`config.mk`:
```
export PLATFORM = sky130hd
export DESIGN_NAME = lr3_btn_fltr_n
export DESIGN_NICKNAME = d
export VERILOG_FILES = /design/src/rtl/lr3_btn_pkg.sv /design/src/rtl/lr3_btn_chan.sv /design/src/rtl/lr3_btn_fltr_n.sv
export SDC_FILE = /design/constraint.sdc
export NUM_CORES = 1
export LEC_CHECK = 0
export ABC_AREA = 1
export CORE_ASPECT_RATIO = 0.75
export CORE_MARGIN = 4
export CORE_UTILIZATION = 30
export CTS_CLUSTER_DIAMETER = 100
export DETAILED_ROUTE_END_ITERATION = 6
export GPL_TIMING_DRIVEN = 0
export PLACE_DENSITY = 0.59
export SLEW_MARGIN = 40
export SYNTH_ARGS = -nofsm -noshare
export SYNTH_HDL_FRONTEND = slang
export SYNTH_SLANG_ARGS = --single-unit
```
`constraint.sdc`:
```
create_clock -name CLK -period 1.4 [get_ports CLK]
set_input_delay 0.14 -clock CLK [delete_from_list [all_inputs] [get_ports CLK]]
set_output_delay 0.14 -clock CLK [all_outputs]
set_load 0.02 [all_outputs]
```
`src/rtl/lr3_btn_pkg.sv`:
```
// Shared types and helpers for the LR3 push-button conditioner.
// Channel FSM states, counter-width helper and default timing constants.
package lr3_btn_pkg;

    typedef enum logic [1:0] {
        IDLE = 2'd0,
        PCHK = 2'd1,
        HELD = 2'd2,
        RCHK = 2'd3
    } btn_state_t;

    localparam int DEF_FLT_CNT = 8;
    localparam int DEF_REP_DLY = 50;
    localparam int DEF_REP_PER = 10;

    // Bits needed to hold 0..max_val inclusive; never narrower than one bit.
    function automatic int cnt_width(input int max_val);
        return (max_val < 1) ? 1 : $clog2(max_val + 1);
    endfunction

endpackage

```
`src/rtl/lr3_btn_chan.sv`:
```
// One button channel: 2-flop synchroniser, CE-gated debounce FSM, registered strobes.
// Auto-repeat counter is built only when BTN_AUTOREP_EN is defined.
//
// state | meaning
// IDLE  | released, waiting for a pressed sample
// PCHK  | counting stable pressed ticks toward acceptance
// HELD  | accepted press, level high
// RCHK  | counting stable released ticks toward release
module lr3_btn_chan
    import lr3_btn_pkg::*;
#(
    parameter int FLT_CNT = DEF_FLT_CNT,
    parameter int REP_DLY = DEF_REP_DLY,
    parameter int REP_PER = DEF_REP_PER,
    parameter bit ACT_LVL = 1'b1
) (
    input  logic clk,
    input  logic rst,
    input  logic ce,
    input  logic btn_raw,
    output logic level,
    output logic press_stb,
    output logic rel_stb,
    output logic rep_stb
);

    localparam int CW = cnt_width(FLT_CNT);
    localparam logic [CW-1:0] FLT_MAX = CW'(FLT_CNT);

    logic [1:0]    sync_q;
    logic          s;
    btn_state_t    state_q, state_d;
    logic [CW-1:0] cnt_q, cnt_d, cnt_inc;
    logic          press_d, rel_d;

    // Synchroniser idles at the released pin level so reset never looks like a press.
    always_ff @(posedge clk or posedge rst) begin
        if (rst) sync_q <= {2{~ACT_LVL}};
        else     sync_q <= {sync_q[0], btn_raw};
    end

    assign s       = sync_q[1] ^ ~ACT_LVL;
    assign cnt_inc = cnt_q + CW'(1);
    assign level   = (state_q == HELD) || (state_q == RCHK);

    always_comb begin
        state_d = state_q;
        cnt_d   = cnt_q;
        press_d = 1'b0;
        rel_d   = 1'b0;
        if (ce) begin
            case (state_q)
                IDLE: if (s) begin
                    if (FLT_CNT == 1) begin
                        state_d = HELD;
                        press_d = 1'b1;
                    end else begin
                        state_d = PCHK;
                        cnt_d   = CW'(1);
                    end
                end
                PCHK: if (!s) begin
                    state_d = IDLE;
                    cnt_d   = '0;
                end else if (cnt_inc == FLT_MAX) begin
                    state_d = HELD;
                    cnt_d   = '0;
                    press_d = 1'b1;
                end else begin
                    cnt_d = cnt_inc;
                end
                HELD: if (!s) begin
                    if (FLT_CNT == 1) begin
                        state_d = IDLE;
                        rel_d   = 1'b1;
                    end else begin
                        state_d = RCHK;
                        cnt_d   = CW'(1);
                    end
                end
                RCHK: if (s) begin
                    state_d = HELD;
                    cnt_d   = '0;
                end else if (cnt_inc == FLT_MAX) begin
                    state_d = IDLE;
                    cnt_d   = '0;
                    rel_d   = 1'b1;
                end else begin
                    cnt_d = cnt_inc;
                end
                default: begin
                    state_d = IDLE;
                    cnt_d   = '0;
                end
            endcase
        end
    end

    always_ff @(posedge clk or posedge rst) begin
        if (rst) begin
            state_q   <= IDLE;
            cnt_q     <= '0;
            press_stb <= 1'b0;
            rel_stb   <= 1'b0;
        end else begin
            state_q   <= state_d;
            cnt_q     <= cnt_d;
            press_stb <= press_d;
            rel_stb   <= rel_d;
        end
    end

`ifdef BTN_AUTOREP_EN
    localparam int RW = cnt_width((REP_DLY > REP_PER) ? REP_DLY : REP_PER);
    localparam logic [RW-1:0] DLY_MAX = RW'(REP_DLY);
    localparam logic [RW-1:0] PER_MAX = RW'(REP_PER);

    logic [RW-1:0] rep_cnt_q, rep_cnt_d, rep_inc;
    logic          rep_first_q, rep_first_d, rep_d;

    assign rep_inc = rep_cnt_q + RW'(1);

    // Counts only ticks that keep the channel in HELD; RCHK holds the value, IDLE clears it.
    always_comb begin
        rep_cnt_d   = rep_cnt_q;
        rep_first_d = rep_first_q;
        rep_d       = 1'b0;
        if (state_d == IDLE) begin
            rep_cnt_d   = '0;
            rep_first_d = 1'b0;
        end else if (ce && state_q == HELD && state_d == HELD) begin
            if (!rep_first_q && rep_inc == DLY_MAX) begin
                rep_d       = 1'b1;
                rep_cnt_d   = '0;
                rep_first_d = 1'b1;
            end else if (rep_first_q && rep_inc == PER_MAX) begin
                rep_d     = 1'b1;
                rep_cnt_d = '0;
            end else begin
                rep_cnt_d = rep_inc;
            end
        end
    end

    always_ff @(posedge clk or posedge rst) begin
        if (rst) begin
            rep_cnt_q   <= '0;
            rep_first_q <= 1'b0;
            rep_stb     <= 1'b0;
        end else begin
            rep_cnt_q   <= rep_cnt_d;
            rep_first_q <= rep_first_d;
            rep_stb     <= rep_d;
        end
    end
`else
    assign rep_stb = 1'b0;
`endif

endmodule

```
`src/rtl/lr3_btn_fltr_n.sv`:
```
// N-channel push-button conditioner for the LR3 top level.
// Define BTN_AUTOREP_EN to build the per-channel auto-repeat strobe.
module lr3_btn_fltr_n
    import lr3_btn_pkg::*;
#(
    parameter int N_BTN   = 4,
    parameter int FLT_CNT = DEF_FLT_CNT,
    parameter int REP_DLY = DEF_REP_DLY,
    parameter int REP_PER = DEF_REP_PER,
    parameter bit ACT_LVL = 1'b1
) (
    input  logic             CLK,
    input  logic             RST,
    input  logic             CE,
    input  logic [N_BTN-1:0] BTN_I,
    output logic [N_BTN-1:0] BTN_O,
    output logic [N_BTN-1:0] BTN_CEO,
    output logic [N_BTN-1:0] BTN_REL,
    output logic [N_BTN-1:0] BTN_REP,
    output logic             BTN_ANY
);

    for (genvar i = 0; i < N_BTN; i++) begin : g_chan
        lr3_btn_chan #(
            .FLT_CNT (FLT_CNT),
            .REP_DLY (REP_DLY),
            .REP_PER (REP_PER),
            .ACT_LVL (ACT_LVL)
        ) u_chan (
            .clk       (CLK),
            .rst       (RST),
            .ce        (CE),
            .btn_raw   (BTN_I[i]),
            .level     (BTN_O[i]),
            .press_stb (BTN_CEO[i]),
            .rel_stb   (BTN_REL[i]),
            .rep_stb   (BTN_REP[i])
        );
    end

    assign BTN_ANY = |BTN_O;

endmodule

```
==> results of run 1 <==
## worst min path at each step
stage	from	to	slack, ns	depth (start not counted)
3_5_place_dp	g_chan[0].u_chan.sync_q[0]	g_chan[0].u_chan.sync_q[1]	0.33	0
4_1_cts	RST	g_chan[2].u_chan.cnt_q[0]	0.24	2
6_report	RST	g_chan[1].u_chan.cnt_q[3]	0.22	2
3_3_place_gp	g_chan[1].u_chan.sync_q[0]	g_chan[1].u_chan.sync_q[1]	0.33	0
2_1_floorplan	BTN_I[0]	g_chan[0].u_chan.sync_q[0]	0.17	0
5_1_grt	RST	g_chan[3].u_chan.state_q[0]	0.26	2
## what timing repair did
action,in CTS,in global routing
buffers inserted,2,6
endpoints found under the hold margin,0,0
endpoints found under the setup margin,13,12
gates resized for setup,16,10
pin swaps,0,0
## state kept, by name (all words and copies together), names as in the netlist, named ones only
| register | flops |
|---|---|
| g_chan.u_chan.sync_q | 8 |
| g_chan.u_chan.press_stb | 4 |
| g_chan.u_chan.state_q | 4 |
| g_chan.u_chan.cnt_q | 16 |
| g_chan.u_chan.rel_stb | 4 |
## cells by family (layout without fill, tap and decap cells)
group / after synthesis / in the layout
buffers and inverters: 59 / 94
adder cells (fa/ha/maj): 6 / 6
AND/OR/NAND/NOR: 114 / 114
AO/OA/AOI/OAI: 24 / 24
flip-flops: 40 / 40
other: 1 / 4
## stage by stage
step | total power [µW] | setup TNS (ns) | setup WS, ns | util (%)
2_1_floorplan | 2823 | 0 | 0.1629 | -
3_3_place_gp | 3204 | -23.60 | -0.5886 | 35.20
3_5_place_dp | 3239 | -0.1298 | -0.02923 | 35.24
6_report | 4288 | 0 | 0.06757 | 37.56
4_1_cts | 4206 | 0 | 0.004790 | 36.86
5_1_grt | 4648 | 0 | 0.01082 | 37.56
## metal layers
| layer | vias up | share of wire [%] | routed length, µm | GRT usage [%] |
|---|---|---|---|---|
| met5 | - | 0 | 0 | 0 |
| met4 | 0 | 2.0 | 76 | 5.179 |
| met1 | 737 | 50 | 1886 | 12.26 |
| met2 | 23 | 44 | 1667 | 14.56 |
| met3 | 8 | 4.4 | 166 | 3.133 |
| li1 | 823 | - | - | - |
## final cells by class
class / instances / area share [%]
flip-flops and latches: 40 / 39.29
multi-input cells: 148 / 31.95
repair buffers: 27 / 8.819
inverters: 38 / 5.879
plain buffers: 21 / 5.732
well taps: 84 / 4.116
clock buffers: 6 / 2.842
clock inverters: 2 / 1.372
## worst max-delay path, cell delays in order (launching register included)
cell and delay (ns):
dfrtp_1 0.41, clkbuf_1 0.10, buf_4 0.11, clkdlybuf4s15_1 0.27
## cell usage after synthesis (2+ instances only)
| library cell | instances |
|---|---|
| nand3_1 | 17 |
| nand4_1 | 5 |
| nand3_2 | 2 |
| inv_1 | 30 |
| nand2_2 | 14 |
| nand2_1 | 53 |
| dfrtp_1 | 40 |
| nand2_4 | 2 |
| o21ai_1 | 3 |
| o21ai_0 | 3 |
| nor4_1 | 2 |
| a21oi_2 | 2 |
| ha_1 | 6 |
| nor3_1 | 4 |
| clkbuf_1 | 4 |
| inv_2 | 7 |
| buf_4 | 16 |
| a21oi_1 | 12 |
| nor2_2 | 3 |
| nor2_1 | 9 |
| o22ai_1 | 2 |
## power by group through the flow
stage	Sequential (µW)	Clock [µW]	Combinational, µW
5_1_grt	1740	1020	1890
6_report	1700	948	1640
3_3_place_gp	1720	0	1480
4_1_cts	1700	985	1520
3_5_place_dp	1730	0	1510
2_1_floorplan	1660	0	1170
==> flow_summary.json, run 1 <==
{
  "status": "completed",
  "p_int_uw": 2639,
  "avgRoutedWirePerCell_um": 10.38,
  "cts_max_level": 2,
  "cap_violations": 0,
  "yosys_warnings": 0,
  "critPathMaxFanout": 3,
  "dp.final_hpwl_mm": 2.679,
  "placed_cell_area_um2": 2396,
  "synth_area_leaders": "dfrtp_1 48%, nand2_1 9.5%, buf_4 5.8%, inv_1 5.4%, nand2_2 4.2%",
  "r2r_start": "g_chan[0].u_chan.cnt_q[0]",
  "synth_cells": 244,
  "fillCellCount": 693,
  "power_density_nw_per_um2": 1679,
  "switchingPower_uw": 1649,
  "fp.dieH_um": 80.23,
  "gr-total-overflow": 0,
  "yosysTopAreaCell": "dfrtp_1",
  "antenna_left": 0,
  "num_rows": 26,
  "ctsHoldBuffers": 0,
  "holdWs_ns": 0.2163,
  "die_w_um": 104.3,
  "port_buffers": 19,
  "fin_area_um2": 2554,
  "antenna_found_initial": 0,
  "min_path_type": "input pin to asynchronous set/reset pin",
  "yosys.area_share.simple_pct": 27.40,
  "p_comb_share_pct": 38.3,
  "clk_latency_ns": 0.30,
  "clockPowerShare_pct": 22.1,
  "place.gp.congestion": 0.8115,
  "wirelength_mm": 3.798,
  "multi_input_area_um2": 815.8,
  "dominantRegCellSynth": "dfrtp_1",
  "finClkSkew_ns": 0.006480,
  "p_leak_uw": 0.001332,
  "cts_root_buf": "clkbuf_8",
  "fin_crit_ns": 1.332,
  "antenna_cells": 0,
  "dieArea_um2": 8369,
  "irDropWorstVdd_mv": 0.8168,
  "cts_sinks": 40,
  "finalMaxSlewViolations": 0,
  "clockBufferDepth": 2,
  "synth-xor-area-share_pct": 0,
  "period_share_pct": 95.17,
  "synth_top_family_by_area": "simple AND/OR/NAND/NOR gates",
  "synth_edf_count": 0,
  "layout_common_cells": "53 x nand2_1, 38 x dfrtp_1, 29 x inv_1, 24 x buf_4, 17 x nand3_1",
  "drtPass1Iterations": 4,
  "synth_cell_type_count": 29,
  "vias_per_cell": 4.347,
  "synth-async-reset-ratio_pct": 100.0,
  "crit_path_end": "BTN_O[0]",
  "syn_area_um2": 2087,
  "synth-compound-area-share_pct": 6.775,
  "synth_adder_area_share_pct": 3.597,
  "power_switching_share_pct": 38.46,
  "cp_data_required_time_ns": 1.26,
  "critPathCaptureType": "output port",
  "rrSetupSlack_ns": 0.08,
  "dr_total_vias": 1591,
  "cts_tree": "done",
  "drt_iter0_markers": 65,
  "io_pins": 24,
  "grt_usage_pct": 9.635,
  "grt_pass1_vias": 1393,
  "yosysTopAreaCellShare_pct": 47.96,
  "synth-seq-cells": 40,
  "fp.coreArea_um2": 6799,
  "dp_cells": 350,
  "fin_nets": 294,
  "final_common_cell": "nand2_1",
  "crit_type": "flop to output port",
  "cp.arrival_ns": 1.19,
  "stdcell_count": 366,
  "seq_area_frac_synth_pct": 47.96,
  "finalHoldViolCount": 0,
  "startpoint_type": "flop",
  "setup_viol": 0,
  "initial_core_util_pct": 30.70,
  "grt_max_degree": 41,
  "ff_latch_area_um2": 1003,
  "cts_made_buffers": 5,
  "synth.area.mux_share_pct": 0,
  "syn_area_per_cell_um2": 8.553,
  "reg2regPathDepth": 9,
  "layout-drive-gt1-share_pct": 26.60,
  "drcViolationCount": 0,
  "syn2layout_area_growth_pct": 22.36,
  "grt_pass1_wl_mm": 6.375,
  "seq_power_share_pct": 39.6,
  "clk_pin_slew_ns": 0.08,
  "rsz0062_at_grt": "false",
  "fmax_ghz": 0.7505
}
Power figures use the tool's default switching activity.
==> run 2, diff against run 1 <==
--- a/config.mk
+++ b/config.mk
@@ -13,6 +13,7 @@
 export DETAILED_ROUTE_END_ITERATION = 6
 export GPL_TIMING_DRIVEN = 0
 export PLACE_DENSITY = 0.59
+export SKIP_LAST_GASP = 1
 export SLEW_MARGIN = 40
 export SYNTH_ARGS = -nofsm -noshare
 export SYNTH_HDL_FRONTEND = slang
==> run 2 against run 1 <==
Compared with the run above: die area unchanged; clock power about the same; critical path depth unchanged; global-route usage unchanged; wire length up 0.37%; core utilization down 0.074 points; hold slack about the same; critical endpoint unchanged; sequential cell count unchanged.
==> flow_summary.json, run 2 (synthesis gave the netlist of run 1 again) <==
{
  "r2r_start": "g_chan[0].u_chan.cnt_q[0]",
  "grt_pass1_vias": 1393,
  "cts_sinks": 40,
  "clockPowerShare_pct": 22.1,
  "clk_latency_ns": 0.30,
  "io_pins": 24,
  "multi_input_area_um2": 803.3,
  "p_leak_uw": 0.001338,
  "initial_core_util_pct": 30.70,
  "clk_pin_slew_ns": 0.08,
  "cp.arrival_ns": 1.19,
  "layout_common_cells": "53 x nand2_1, 38 x dfrtp_1, 29 x inv_1, 25 x buf_4, 17 x nand3_1",
  "fillCellCount": 692,
  "fp.coreArea_um2": 6799,
  "wirelength_mm": 3.812,
  "layout-drive-gt1-share_pct": 26.50,
  "syn2layout_area_growth_pct": 22.12,
  "dp.final_hpwl_mm": 2.679,
  "cp_data_required_time_ns": 1.26,
  "antenna_found_initial": 0,
  "power_density_nw_per_um2": 1684,
  "fin_area_um2": 2549,
  "cts_root_buf": "clkbuf_8",
  "critPathMaxFanout": 3,
  "clockBufferDepth": 2,
  "finalHoldViolCount": 0,
  "min_path_type": "input pin to asynchronous set/reset pin",
  "largest_register_ffs": 16,
  "place.gp.congestion": 0.8115,
  "rrSetupSlack_ns": 0.08,
  "finClkSkew_ns": 0.006587,
  "ctsHoldBuffers": 0,
  "port_buffers": 19,
  "ff_latch_area_um2": 1003,
  "reg2regPathDepth": 9,
  "finalMaxSlewViolations": 0,
  "period_share_pct": 95.19,
  "status": "completed",
  "p_int_uw": 2646,
  "drtPass1Iterations": 4,
  "holdWs_ns": 0.2162,
  "antenna_cells": 0,
  "num_rows": 26,
  "reg.largest.list": "g_chan.u_chan.cnt_q: 16 flops, g_chan.u_chan.sync_q: 8 flops",
  "avgRoutedWirePerCell_um": 10.39,
  "dr_total_vias": 1602,
  "cts_made_buffers": 5,
  "fin_util_pct": 37.49,
  "placed_cell_area_um2": 2396,
  "gr-total-overflow": 0,
  "vias_per_cell": 4.365,
  "cap_violations": 0,
  "cts_tree": "done",
  "fp.dieH_um": 80.23,
  "fin_crit_ns": 1.333,
  "setup_viol": 0,
  "grt_usage_pct": 9.635,
  "antenna_left": 0,
  "power_uw": 4292,
  "seq_power_share_pct": 39.1,
  "cts_max_level": 2,
  "dieArea_um2": 8369,
  "fin_nets": 295,
  "final_common_cell": "nand2_1",
  "p_comb_share_pct": 38.8,
  "drt_iter0_markers": 61,
  "startpoint_type": "flop",
  "crit_type": "flop to output port",
  "irDropWorstVdd_mv": 0.8167,
  "rsz0062_at_grt": "false",
  "switchingPower_uw": 1646,
  "largest_register": "g_chan.u_chan.cnt_q",
  "grt_max_degree": 41,
  "power_switching_share_pct": 38.35,
  "drcViolationCount": 0,
  "stdcell_count": 367,
  "fmax_ghz": 0.7504,
  "grt_pass1_wl_mm": 6.375,
  "dp_cells": 350,
  "critPathCaptureType": "output port",
  "die_w_um": 104.3
}
-- run 2: routing by layer --
metal	part of all wire, %	track usage, %
met1	49	12.26
met2	44	14.56
met3	4.3	3.133
met4	2.0	5.179
met5	0	0
-- run 2: stage by stage --
| step | setup TNS, ns | setup WS, ns |
|---|---|---|
| 3_5_place_dp | -0.1298 | -0.02923 |
| 4_1_cts | -0.04550 | -0.04550 |
| 2_1_floorplan | 0 | 0.1629 |
| 3_3_place_gp | -23.60 | -0.5886 |
| 6_report | 0 | 0.06739 |
| 5_1_grt | 0 | 0.01082 |
-- run 2: cell type report --
class,instances,share of cell area (%)
flip-flops and latches,40,39.37
multi-input cells,148,31.52
repair buffers,28,9.131
inverters,38,5.891
plain buffers,21,5.744
well taps,84,4.124
clock buffers,6,2.847
clock inverters,2,1.375
-- run 2: how the worst max path moves through the flow --
stage / end / slack, ns
floorplan: flop / 0.16
detailed placement: g_chan[2].u_chan.cnt_q[2] / -0.03
global route: flop / 0.01
global placement: g_chan[2].u_chan.cnt_q[3] / -0.59
CTS: BTN_ANY / -0.05
finish: BTN_O[0] / 0.07
-- run 2: power by group through the flow --
stage | logic [µW] | clock network (µW) | registers (µW)
6_report | 1660 | 949 | 1680
5_1_grt | 1910 | 1020 | 1720
4_1_cts | 1520 | 985 | 1700
3_5_place_dp | 1510 | 0 | 1730
3_3_place_gp | 1480 | 0 | 1720
2_1_floorplan | 1170 | 0 | 1660
-- run 2: worst max-delay path: stages, from the launching register on --
cell             delay [ns]
dfrtp_1                0.41
clkbuf_1               0.10
buf_4                  0.11
clkdlybuf4s15_1        0.27
-- run 2: what timing repair did --
item / in CTS / in global routing
resized for setup: 14 / 9
endpoints found under the setup margin: 13 / 12
buffers inserted: 2 / 7
pin swaps: 0 / 0
